**src/rtl/v4l2_call_pkg.sv**
```systemverilog
// Shared types for the v4l2_ctrl_get_name caller slice.
// Default widths mirror the component's id and returndata ports.
package v4l2_call_pkg;

    localparam int DEF_ID_W  = 32;
    localparam int DEF_RET_W = 64;

    typedef struct packed {
        logic [DEF_ID_W-1:0]  id;
        logic [DEF_RET_W-1:0] name;
    } rsp_t;

    typedef enum logic {
        IDLE  = 1'b0,
        ISSUE = 1'b1
    } state_e;

endpackage

```
**src/rtl/v4l2_sync_fifo.sv**
```systemverilog
// Single-clock FIFO with occupancy count; push when full and pop
// when empty are ignored so callers can never corrupt the pointers.
module v4l2_sync_fifo #(
    parameter int WIDTH = 8,
    parameter int DEPTH = 2,
    localparam int AW   = $clog2(DEPTH)
) (
    input  logic             clock,
    input  logic             reset,
    input  logic             push,
    input  logic [WIDTH-1:0] push_data,
    input  logic             pop,
    output logic [WIDTH-1:0] pop_data,
    output logic             full,
    output logic             empty,
    output logic [AW:0]      count
);

    localparam logic [AW:0] FULL_CNT = (AW+1)'(DEPTH);

    logic [WIDTH-1:0] mem_q [DEPTH];
    logic [AW-1:0]    wr_ptr_q, wr_ptr_d;
    logic [AW-1:0]    rd_ptr_q, rd_ptr_d;
    logic [AW:0]      count_q, count_d;
    logic             push_en;
    logic             pop_en;

    assign full     = (count_q == FULL_CNT);
    assign empty    = (count_q == '0);
    assign count    = count_q;
    assign pop_data = mem_q[rd_ptr_q];
    assign push_en  = push && !full;
    assign pop_en   = pop && !empty;

    always_comb begin
        wr_ptr_d = wr_ptr_q;
        rd_ptr_d = rd_ptr_q;
        count_d  = count_q;
        if (push_en) begin
            wr_ptr_d = wr_ptr_q + AW'(1);
        end
        if (pop_en) begin
            rd_ptr_d = rd_ptr_q + AW'(1);
        end
        unique case ({push_en, pop_en})
            2'b10:   count_d = count_q + (AW+1)'(1);
            2'b01:   count_d = count_q - (AW+1)'(1);
            default: count_d = count_q;
        endcase
    end

    always_ff @(posedge clock) begin
        if (reset) begin
            wr_ptr_q <= '0;
            rd_ptr_q <= '0;
            count_q  <= '0;
        end else begin
            wr_ptr_q <= wr_ptr_d;
            rd_ptr_q <= rd_ptr_d;
            count_q  <= count_d;
        end
    end

    // Storage needs no reset: contents are only observed behind count.
    always_ff @(posedge clock) begin
        if (push_en) begin
            mem_q[wr_ptr_q] <= push_data;
        end
    end

endmodule

```
**src/rtl/v4l2_ctrl_name_caller.sv**
```systemverilog
// Call/return initiator for v4l2_ctrl_get_name: issues control IDs,
// tracks them in a tag FIFO and emits in-order {id, name} responses.
module v4l2_ctrl_name_caller
    import v4l2_call_pkg::*;
#(
    parameter int ID_W            = DEF_ID_W,
    parameter int RET_W           = DEF_RET_W,
    parameter int MAX_OUTSTANDING = 4,
    parameter int RSP_DEPTH       = 2,
    localparam int OW             = $clog2(MAX_OUTSTANDING) + 1,
    localparam int RW             = $clog2(RSP_DEPTH) + 1
) (
    input  logic             clock,
    input  logic             reset,
    input  logic             req_valid,
    output logic             req_ready,
    input  logic [ID_W-1:0]  req_id,
    output logic             call_start,
    input  logic             call_busy,
    output logic [ID_W-1:0]  call_id,
    input  logic             ret_done,
    output logic             ret_stall,
    input  logic [RET_W-1:0] ret_data,
    output logic             rsp_valid,
    input  logic             rsp_ready,
    output logic [ID_W-1:0]  rsp_id,
    output logic [RET_W-1:0] rsp_name,
    output logic             rsp_null,
    output logic [OW-1:0]    outstanding,
    output logic             err_unexpected
);

    state_e            state_q, state_d;
    logic [ID_W-1:0]   call_id_q, call_id_d;
    logic              alive_q, alive_d;
    logic              err_q, err_d;

    logic              call_fire;
    logic              ret_fire;
    logic              tag_pop;
    logic              tag_full;
    logic              tag_empty;
    logic [ID_W-1:0]   tag_head;
    logic [OW-1:0]     tag_count;

    logic              rsp_pop;
    logic              rsp_full;
    logic              rsp_empty;
    logic [RW-1:0]     rsp_count;
    logic [ID_W+RET_W-1:0] rsp_head;

    // alive_q keeps req_ready low while reset is held.
    always_comb begin
        state_d    = state_q;
        call_id_d  = call_id_q;
        alive_d    = 1'b1;
        call_start = 1'b0;
        call_fire  = 1'b0;
        req_ready  = 1'b0;
        unique case (state_q)
            IDLE: begin
                req_ready = alive_q;
                if (req_valid && alive_q) begin
                    call_id_d = req_id;
                    state_d   = ISSUE;
                end
            end
            ISSUE: begin
                call_start = !tag_full;
                call_fire  = call_start && !call_busy;
                req_ready  = call_fire;
                if (call_fire) begin
                    if (req_valid) begin
                        call_id_d = req_id;
                    end else begin
                        state_d = IDLE;
                    end
                end
            end
        endcase
    end

    // Backpressure uses the registered full flag; no push/pop bypass.
    assign ret_stall = rsp_full;
    assign ret_fire  = ret_done && !rsp_full;
    assign tag_pop   = ret_fire && !tag_empty;
    assign err_d     = err_q || (ret_fire && tag_empty);
    assign rsp_pop   = rsp_ready && !rsp_empty;

    always_ff @(posedge clock) begin
        if (reset) begin
            state_q   <= IDLE;
            call_id_q <= '0;
            alive_q   <= 1'b0;
            err_q     <= 1'b0;
        end else begin
            state_q   <= state_d;
            call_id_q <= call_id_d;
            alive_q   <= alive_d;
            err_q     <= err_d;
        end
    end

    v4l2_sync_fifo #(
        .WIDTH (ID_W),
        .DEPTH (MAX_OUTSTANDING)
    ) u_tag_fifo (
        .clock     (clock),
        .reset     (reset),
        .push      (call_fire),
        .push_data (call_id_q),
        .pop       (tag_pop),
        .pop_data  (tag_head),
        .full      (tag_full),
        .empty     (tag_empty),
        .count     (tag_count)
    );

    v4l2_sync_fifo #(
        .WIDTH (ID_W + RET_W),
        .DEPTH (RSP_DEPTH)
    ) u_rsp_fifo (
        .clock     (clock),
        .reset     (reset),
        .push      (tag_pop),
        .push_data ({tag_head, ret_data}),
        .pop       (rsp_pop),
        .pop_data  (rsp_head),
        .full      (rsp_full),
        .empty     (rsp_empty),
        .count     (rsp_count)
    );

    assign call_id        = call_id_q;
    assign outstanding    = tag_count;
    assign err_unexpected = err_q;
    assign rsp_valid      = (rsp_count != '0);
    assign rsp_id         = rsp_head[ID_W+RET_W-1:RET_W];
    assign rsp_name       = rsp_head[RET_W-1:0];
    assign rsp_null       = (rsp_name == '0);

endmodule

```
**config.mk**
```make
export PLATFORM = sky130hd
export DESIGN_NAME = v4l2_ctrl_name_caller
export DESIGN_NICKNAME = d
export VERILOG_FILES = /design/src/rtl/v4l2_call_pkg.sv /design/src/rtl/v4l2_sync_fifo.sv /design/src/rtl/v4l2_ctrl_name_caller.sv
export SDC_FILE = /design/constraint.sdc
export NUM_CORES = 1
export LEC_CHECK = 0
export ABC_CLOCK_PERIOD_IN_PS = 5900
export BUFFER_PORTS_ARGS = -buffer_cell sky130_fd_sc_hd__clkbuf_2
export CAP_MARGIN = 5
export CORE_UTILIZATION = 50
export CTS_CLUSTER_DIAMETER = 120
export CTS_CLUSTER_SIZE = 8
export DETAILED_ROUTE_END_ITERATION = 16
export HOLD_SLACK_MARGIN = 0.15
export PLACE_DENSITY = 0.75
export RECOVER_POWER = 25
export SYNTH_ARGS = -nofsm -noshare
export SYNTH_HDL_FRONTEND = slang
export SYNTH_SLANG_ARGS = --single-unit
```
**constraint.sdc**
```tcl
create_clock -name clock -period 5.9 [get_ports clock]
set_clock_uncertainty 0.2 [all_clocks]
set_input_delay 1.18 -clock clock [delete_from_list [all_inputs] [get_ports clock]]
set_output_delay 1.18 -clock clock [all_outputs]
set_load 0.02 [all_outputs]
```
==> results.cfg, run 1 <==
[pwr]
p_leak_nw = 5.973
power_frac_clock = 0.394
power_frac_comb = 0.149
p_sw_mw = 1.795
sw_frac_of_total = 0.2597
powerDensity_nw_per_um2 = 406.8
pwr-share-seq = 0.457
vdd_ir_drop_max_mv = 0.2351
p_int_mw = 5.117

[clocking]
cts_max_path_buffers = 3
post_cts_buffers = 0
cts_hold_buf = 0
cts-root-buf = clkbuf_16
clkTransAtPathRegs_ps = 50
cts.htree.levels = 2
numCtsBuffers = 52
cts_tree = yes
ctsResizeCount = 0
clock_sinks = 369
insertion_delay_ps = 560

[synthesis]
netlist.area_leader.share = 0.6905
synthDistinctLibCells = 39
syn-num-nets = 851
yosysWarnings = 0
syn_area_per_cell_um2 = 18.75
synth-seq-cells = 369
synthCells = 742
synth_top_area_cell = edfxtp_1
synth_area_leaders = edfxtp_1, dfxtp_1, mux4_2
synth-seq-area-share = 0.7610
netlist_area_um2 = 13920

[layout]
final_cell_mix = edfxtp_1, clkbuf_2, nand2_1
areaGrowthSynthToFinish_pct = 22.09
nNetsFinal = 1116
diodes = 0
fill_cells = 1971
final_common_cell = edfxtp_1
stdcell_count = 1422
drive_gt1_frac = 0.3533

[worst_setup_path]
critPathCaptureType = output pin
crit_path_start_kind = register
cp.required_ps = 4520
path_max_fanout = 52
rrSetupSlack_ps = 3270
worstSetupPathType = reg2out
crit_arrival_ps = 3380

[run]
cap_viol_max_count = 0

[die]
start_util = 0.5135
dieWidth_um = 168.8
io_pins = 239
fp.dieH_um = 168.8
std_cell_rows = 60
die_area_um2 = 28500
design.core.area_um2 = 27100

[global_routing]
grt_pass1_wl_um = 41900
antenna_found_initial = 1
grt_usage = 0.1933
grt_max_degree = 97
gr-total-overflow = 0
grt_pass1_vias = 7612

[placement]
hpwl_um = 16960
dp.cells = 1325
place_ws_ps = 1717
numPortBuffers = 238
gp_congestion = 0.7740

[sta]
rsz0062_at_grt = no
fmax_ghz = 0.2103
setup_viol = 0
worst_pin_slew_ps = 1095
final_max_slew_viol_count = 0
fin_crit_sh = 0.8060
worst_slack_ps = 1145
finalHoldViolCount = 0
fin_crit_ps = 4755
slew_headroom = 0.2697

[worst_hold_path]
hold_class = reg2reg

[route]
drt_wl_total_um = 27530
via_per_inst = 5.249
drt_iter0_drc = 513
postRouteAntennaNets = 0
dr_total_vias = 7464
drt_pre_antenna_iters = 6
drc = 0
drt-wirelength-per-cell_um = 19.36

[status]
outcome = completed
-- worst max-delay path: stages (launching register included) --
cell	delay, ps
dfxtp_4	840
buf_4	660
inv_1	220
or3_1	430
a2111oi_2	360
clkbuf_2	250
-- through the flow --
stage                     TNS [ps]  hold WS (ps)  power, mW  utilization  cell area (um2)
after global routing             0         284.1      7.162       0.6269            16990
after global placement           0         245.7      4.224       0.5715            15490
after floorplan             -50630         231.8      3.905            -            13920
after detailed placement         0         254.0      4.249       0.5715            15490
final                            0         274.2      6.912       0.6269            16990
after CTS                        0         275.8      6.985       0.6281            17020
-- power by group through the flow --
stage | Sequential [mW] | Combinational [mW] | Clock [mW]
after floorplan | 3.19 | 0.719 | 0
after global placement | 3.20 | 1.02 | 0
after detailed placement | 3.21 | 1.04 | 0
after CTS | 3.16 | 1.05 | 2.78
after global routing | 3.18 | 1.10 | 2.89
final | 3.16 | 1.03 | 2.73
-- area by class of cell --
| type | instances | area [um2] | share of cell area |
|---|---|---|---|
| clock buffers | 93 | 1455 | 0.08565 |
| clock inverters | 4 | 78.83 | 0.004640 |
| inverters | 12 | 45.04 | 0.002651 |
| multi-input cells | 330 | 3136 | 0.1846 |
| flip-flops and latches | 369 | 10600 | 0.6237 |
| well taps | 372 | 465.4 | 0.02740 |
| repair buffers | 242 | 1214 | 0.07143 |
-- metal layers --
metal | up-vias | track usage | part of all wire
met1 | 3676 | 0.2395 | 0.41
met2 | 300 | 0.3329 | 0.49
met5 | - | 0 | 0.00033
met4 | 2 | 0.05613 | 0.020
met3 | 50 | 0.05261 | 0.078
li1 | 3436 | - | -
-- cells in the mapped netlist, drive strengths merged --
cell type / n
a2111oi: 1
a21oi: 4
a22o: 1
a31oi: 1
and2: 5
buf: 21
clkbuf: 10
dfxtp: 49
edfxtp: 320
fa: 1
ha: 6
inv: 12
mux2: 97
mux2i: 33
mux4: 32
nand2: 70
nand2b: 1
nand3: 1
nand4: 7
nor2: 16
nor2b: 1
nor3: 2
nor3b: 1
nor4: 30
o21a: 1
o21ai: 2
o31ai: 1
or2: 2
or3: 5
xnor2: 4
xor2: 5
-- worst paths after layout --
kind | startpoint | endpoint | depth (start not counted)
worst max-delay path | register | rsp_null | 5
worst min-delay path | alive_q$_DFF_P_ | state_q$_SDFF_PP0_ | 2
worst max register to register | u_tag_fifo.count[0]$_SDFFE_PP0P_ | u_tag_fifo.count[2]$_SDFFE_PP0P_ | 9
worst min register to register | alive_q$_DFF_P_ | state_q$_SDFF_PP0_ | 2
-- sequential cells by signal, indices dropped and copies added, names as in the netlist, named ones only --
| register | cells |
|---|---|
| err_unexpected | 1 |
| u_tag_fifo.count | 3 |
| u_tag_fifo.mem_q | 128 |
| u_tag_fifo.wr_ptr_q | 2 |
| call_id | 32 |
| state_q | 1 |
| u_rsp_fifo.wr_ptr_q | 1 |
| u_rsp_fifo.mem_q | 192 |
| alive_q | 1 |
| u_rsp_fifo.count | 2 |
| u_rsp_fifo.rd_ptr_q | 1 |
| u_tag_fifo.rd_ptr_q | 2 |
-- kinds of logic (layout without fill, tap and decap cells) --
logic type / after synthesis / after routing / synth area share
AND/OR/NAND/NOR: 141 / 141 / 0.05026
multiplexers: 162 / 162 / 0.1556
flip-flops: 369 / 369 / 0.7610
buffers and inverters: 43 / 351 / 0.01519
XOR/XNOR: 9 / 9 / 0.005664
adder cells (fa/ha/maj): 7 / 7 / 0.006833
AO/OA/AOI/OAI: 11 / 11 / 0.005395
Note: power is estimated with default switching activity, not from simulation.
==> run 2: changes to the inputs <==
--- a/config.mk
+++ b/config.mk
@@ -5,15 +5,15 @@
 export SDC_FILE = /design/constraint.sdc
 export NUM_CORES = 1
 export LEC_CHECK = 0
-export ABC_CLOCK_PERIOD_IN_PS = 5900
+export ABC_CLOCK_PERIOD_IN_PS = 4450
 export BUFFER_PORTS_ARGS = -buffer_cell sky130_fd_sc_hd__clkbuf_2
 export CAP_MARGIN = 5
-export CORE_UTILIZATION = 50
+export CORE_UTILIZATION = 55
 export CTS_CLUSTER_DIAMETER = 120
 export CTS_CLUSTER_SIZE = 8
 export DETAILED_ROUTE_END_ITERATION = 16
 export HOLD_SLACK_MARGIN = 0.15
-export PLACE_DENSITY = 0.75
+export PLACE_DENSITY = 0.78
 export RECOVER_POWER = 25
 export SYNTH_ARGS = -nofsm -noshare
 export SYNTH_HDL_FRONTEND = slang
==> constraint.sdc (replaced) <==
create_clock -name clock -period 4.45 [get_ports clock]
set_clock_uncertainty 0.2 [all_clocks]
set_input_delay 0.89 -clock clock [delete_from_list [all_inputs] [get_ports clock]]
set_output_delay 0.89 -clock clock [all_outputs]
set_load 0.02 [all_outputs]
==> results.cfg, run 2 (synthesis results as in run 1) <==
[die]
fp.dieH_um = 161.1
start_util = 0.5672
std_cell_rows = 57
design.core.area_um2 = 24530
io_pins = 239
dieWidth_um = 161.1
die_area_um2 = 25940

[clocking]
clock_sinks = 369
cts_tree = yes
cts.htree.levels = 2
insertion_delay_ps = 540
numCtsBuffers = 52
cts_max_path_buffers = 3
cts-root-buf = clkbuf_16
post_cts_buffers = 0
ctsResizeCount = 0
clkTransAtPathRegs_ps = 50
cts_hold_buf = 0

[worst_setup_path]
crit_chain = buf_4, nand2_1, a22o_1, a2111oi_2, clkbuf_2
crit_arrival_ps = 2760
worstSetupPathType = reg2out
crit_path_start_kind = register
cp_slowest_stage_delay_ps = 680
path_max_fanout = 44
cp_slowest_cell = dfxtp_4
critPathCaptureType = output pin
cp.required_ps = 3360

[layout]
final_cell_mix = edfxtp_1, clkbuf_2, clkbuf_1
areaGrowthSynthToFinish_pct = 21.60
largest_reg_flops = 192
final_common_cell = edfxtp_1
utilization = 0.6897
drive_gt1_frac = 0.3491
fill_cells = 1628
nNetsFinal = 1119
regMostFlops = u_rsp_fifo.mem_q
diodes = 0

[sta]
fin_crit_ps = 3852
rsz0062_at_grt = no
worst_slack_ps = 598.4
worst_pin_slew_ps = 1075
slew_headroom = 0.2832
finalHoldViolCount = 0
final_max_slew_viol_count = 0
fin_crit_sh = 0.8655
setup_viol = 0
fmax_ghz = 0.2596

[global_routing]
grt_pass1_vias = 7470
grt_max_degree = 76
grt_pass1_wl_um = 40320
grt_usage = 0.2038
antenna_found_initial = 0
gr-total-overflow = 0

[pwr]
power_frac_comb = 0.149
vdd_ir_drop_max_mv = 0.3110
pwr-share-seq = 0.462
p_sw_mw = 2.278
p_leak_nw = 5.963
p_int_mw = 6.802
power_frac_clock = 0.390
power_mw = 9.080
sw_frac_of_total = 0.2509
powerDensity_nw_per_um2 = 536.6

[route]
dr_total_vias = 7346
postRouteAntennaNets = 0
via_per_inst = 5.331
drt_pre_antenna_iters = 5
drc = 0
drt_iter0_drc = 571
drt_wl_total_um = 26140
drt-wirelength-per-cell_um = 18.97

[placement]
numPortBuffers = 238
hpwl_um = 16400
place_ws_ps = 1147
gp_congestion = 0.8553

[run]
cap_viol_max_count = 0

[worst_hold_path]
hold_class = reg2reg

[status]
outcome = completed
run 2: cell count changes in the layout (fill, tap and decap cells not counted), sizes merged:
| cell | previous run | this run |
|---|---|---|
| clkbuf | 331 | 332 |
| buf | 4 | 8 |
| clkinv | 2 | 1 |
run 2: metrics by stage:
stage	instances	setup TNS, ps	hold WS [ps]	cell area [um2]
after floorplan	742	-273350	231.8	13920
after global placement	1280	0	241.9	15450
after detailed placement	1280	0	248.1	15450
after CTS	1378	0	255.3	16960
after global routing	1378	0	277.7	16920
final	1378	0	252.6	16920
run 2: worst max-delay path, delay by kind of cell, from the launching register on:
kind / cells / cell delay, ps
flops: 1 / 680
compound gates: 2 / 580
buf+inv: 2 / 830
simple gates: 1 / 110
run 2: layout make-up:
| cell class | instances | area (um2) | area share |
|---|---|---|---|
| clock buffer | 95 | 1484 | 0.08770 |
| clock inverter | 3 | 26.28 | 0.001553 |
| inverter | 12 | 45.04 | 0.002662 |
| multi-input combinational | 330 | 3136 | 0.1853 |
| sequential | 369 | 10600 | 0.6262 |
| tap | 324 | 405.4 | 0.02396 |
| timing repair buffer | 245 | 1229 | 0.07261 |
run 2: metal layers:
metal  vias to the layer above  global-route usage  part of all wire
met3                        34             0.04520             0.073
met4                         0             0.06003             0.016
met1                      3577              0.2742              0.42
li1                       3448                   -                 -
met5                         -                   0                 0
met2                       287              0.3354              0.49
run 2: power groups by stage:
stage	Combinational, mW	Clock [mW]	Sequential [mW]
after floorplan	0.953	0	4.22
after global placement	1.35	0	4.25
after detailed placement	1.36	0	4.26
after CTS	1.37	3.61	4.19
after global routing	1.44	3.76	4.21
final	1.35	3.54	4.19
run 2: final timing paths:
kind / slack (ps) / start / cells past startpoint / end
worst max-delay path: 600 / register / 5 / rsp_null
worst min-delay path: 250 / alive_q$_DFF_P_ / 2 / state_q$_SDFF_PP0_
worst max register to register: 1820 / u_tag_fifo.count[0]$_SDFFE_PP0P_ / 9 / u_tag_fifo.count[2]$_SDFFE_PP0P_
worst min register to register: 250 / alive_q$_DFF_P_ / 2 / state_q$_SDFF_PP0_
==> run 3: changes to the inputs <==
--- a/config.mk
+++ b/config.mk
@@ -6,15 +6,16 @@
 export NUM_CORES = 1
 export LEC_CHECK = 0
 export ABC_CLOCK_PERIOD_IN_PS = 4450
-export BUFFER_PORTS_ARGS = -buffer_cell sky130_fd_sc_hd__clkbuf_2
 export CAP_MARGIN = 5
-export CORE_UTILIZATION = 55
+export CELL_PAD_IN_SITES_DETAIL_PLACEMENT = 1
+export CELL_PAD_IN_SITES_GLOBAL_PLACEMENT = 2
+export CORE_UTILIZATION = 46
 export CTS_CLUSTER_DIAMETER = 120
 export CTS_CLUSTER_SIZE = 8
 export DETAILED_ROUTE_END_ITERATION = 16
+export DONT_BUFFER_PORTS = 1
 export HOLD_SLACK_MARGIN = 0.15
 export PLACE_DENSITY = 0.78
-export RECOVER_POWER = 25
 export SYNTH_ARGS = -nofsm -noshare
 export SYNTH_HDL_FRONTEND = slang
 export SYNTH_SLANG_ARGS = --single-unit
==> results.cfg, run 3 (synthesis results as in run 1) <==
[route]
via_per_inst = 5.533
drt-wirelength-per-cell_um = 23.73
dr_total_vias = 6606
drc = 0
drt_wl_total_um = 28340
drt_pre_antenna_iters = 4
drt_iter0_drc = 284
postRouteAntennaNets = 0

[clocking]
insertion_delay_ps = 550
ctsResizeCount = 0
cts.htree.levels = 2
cts_tree = yes
clock_sinks = 369
cts_hold_buf = 0
cts-root-buf = clkbuf_16
numCtsBuffers = 52
clkTransAtPathRegs_ps = 50
cts_max_path_buffers = 3
post_cts_buffers = 0

[placement]
dp.cells = 1107
hpwl_um = 18180
gp_congestion = 0.8245
numPortBuffers = 0

[pwr]
powerDensity_nw_per_um2 = 559.8
power_mw = 8.833
p_leak_nw = 5.029
vdd_ir_drop_max_mv = 0.2914

[die]
die_area_um2 = 30950
io_pins = 239
std_cell_rows = 63
dieWidth_um = 175.9
design.core.area_um2 = 29720
fp.dieH_um = 175.9
start_util = 0.4683

[worst_setup_path]
critical_path_depth = 4
crit_arrival_ps = 2750
rr_worst_depth = 9
crit_buf_inv = 0
path_max_fanout = 2
worstSetupPathType = reg2out
crit_end = rsp_null
crit_chain = nor4_1, nand4_1, or3_1, a2111oi_2
cpLargestDelayFamily = simple AND/OR/NAND/NOR gates
cp_slowest_stage_delay_ps = 740
reg2reg_from = u_tag_fifo.count[0]$_SDFFE_PP0P_
critPathCaptureType = output pin
cp.required_ps = 3360
reg2reg_to = u_tag_fifo.count[2]$_SDFFE_PP0P_
startpoint = u_rsp_fifo.mem_q[0][8]$_DFFE_PP_
cp_slowest_cell = a2111oi_2
rrSetupSlack_ps = 1590
crit_path_start_kind = register

[global_routing]
antenna_found_initial = 2
grt_pass1_wl_um = 42210
gr-total-overflow = 0
grt_max_degree = 77
grt_pass1_vias = 7197
grt_usage = 0.1820

[sta]
final_max_slew_viol_count = 0
rsz0062_at_grt = no
worst_pin_slew_ps = 1106
finalHoldViolCount = 0
fin_crit_ps = 3840
setup_tns_ps = 0
hold_slack_ps = 223.1
setup_viol = 0
fin_crit_sh = 0.8630
slew_headroom = 0.2628
fmax_ghz = 0.2604

[worst_hold_path]
hold_class = in2reg

[layout]
final_common_cell = edfxtp_1
utilization = 0.5310
drive_gt1_frac = 0.2002
largest_reg_flops = 192
areaGrowthSynthToFinish_pct = 13.39
nNetsFinal = 880
diodes = 0
regMostFlops = u_rsp_fifo.mem_q
final_cell_mix = edfxtp_1, nand2_1, clkbuf_16
stdcell_count = 1194

[status]
outcome = completed

[run]
cap_viol_max_count = 0
run 3: changes by cell type in the layout (fill, tap and decap cells not counted):
cell | before | now
buf_4 | 5 | 6
clkbuf_2 | 206 | 0
clkbuf_1 | 73 | 31
buf_12 | 2 | 0
buf_1 | 1 | 0
run 3: worst register-to-register path, delay by kind of cell, from the launching register on:
kind,cells,cell delay [ps]
simple gates,3,850
flops,1,580
fa+ha+maj,2,570
buf+inv,2,220
compound gates,1,190
xor+xnor,1,170
run 3: area by class of cell:
cell class              instances  area (um2)
inverters                      12       45.04
multi-input cells             330        3136
well taps                     390       488.0
fillers                      2672       13940
flip-flops and latches        369       10600
clock buffers                  84        1443
clock inverters                 3       26.28
repair buffers                  6       45.04
run 3: metrics by stage:
stage,setup WS (ps),instance area [um2]
finish,609.5,15780
global route,439.4,15780
CTS,531.7,15780
detailed placement,1111,14310
global placement,1148,14310
floorplan,-1424,13920
run 3: metal layers:
| layer | up-vias | global-route usage | part of all wire |
|---|---|---|---|
| met5 | - | 0 | 0.00095 |
| met4 | 4 | 0.05616 | 0.021 |
| met3 | 48 | 0.07472 | 0.098 |
| met2 | 230 | 0.3269 | 0.52 |
| met1 | 3376 | 0.1939 | 0.36 |
| li1 | 2948 | - | - |
run 3: how the worst min path moves through the flow:
stage                     slack (ps)            start  cells past startpoint                  to
after floorplan                  230  alive_q$_DFF_P_                      2  state_q$_SDFF_PP0_
after global placement           230  alive_q$_DFF_P_                      2  state_q$_SDFF_PP0_
after detailed placement         270  alive_q$_DFF_P_                      2  state_q$_SDFF_PP0_
after CTS                        190            reset                      1            register
after global routing             200            reset                      1            register
final                            220            reset                      1            register
run 3: report_power, final:
group / switching, mW / leakage, nW / internal [mW]
clock network: 1.34 / 0.703 / 2.18
registers: 0.180 / 3.32 / 4.04
logic: 0.716 / 1.00 / 0.372
total: 2.24 / 5.03 / 6.59
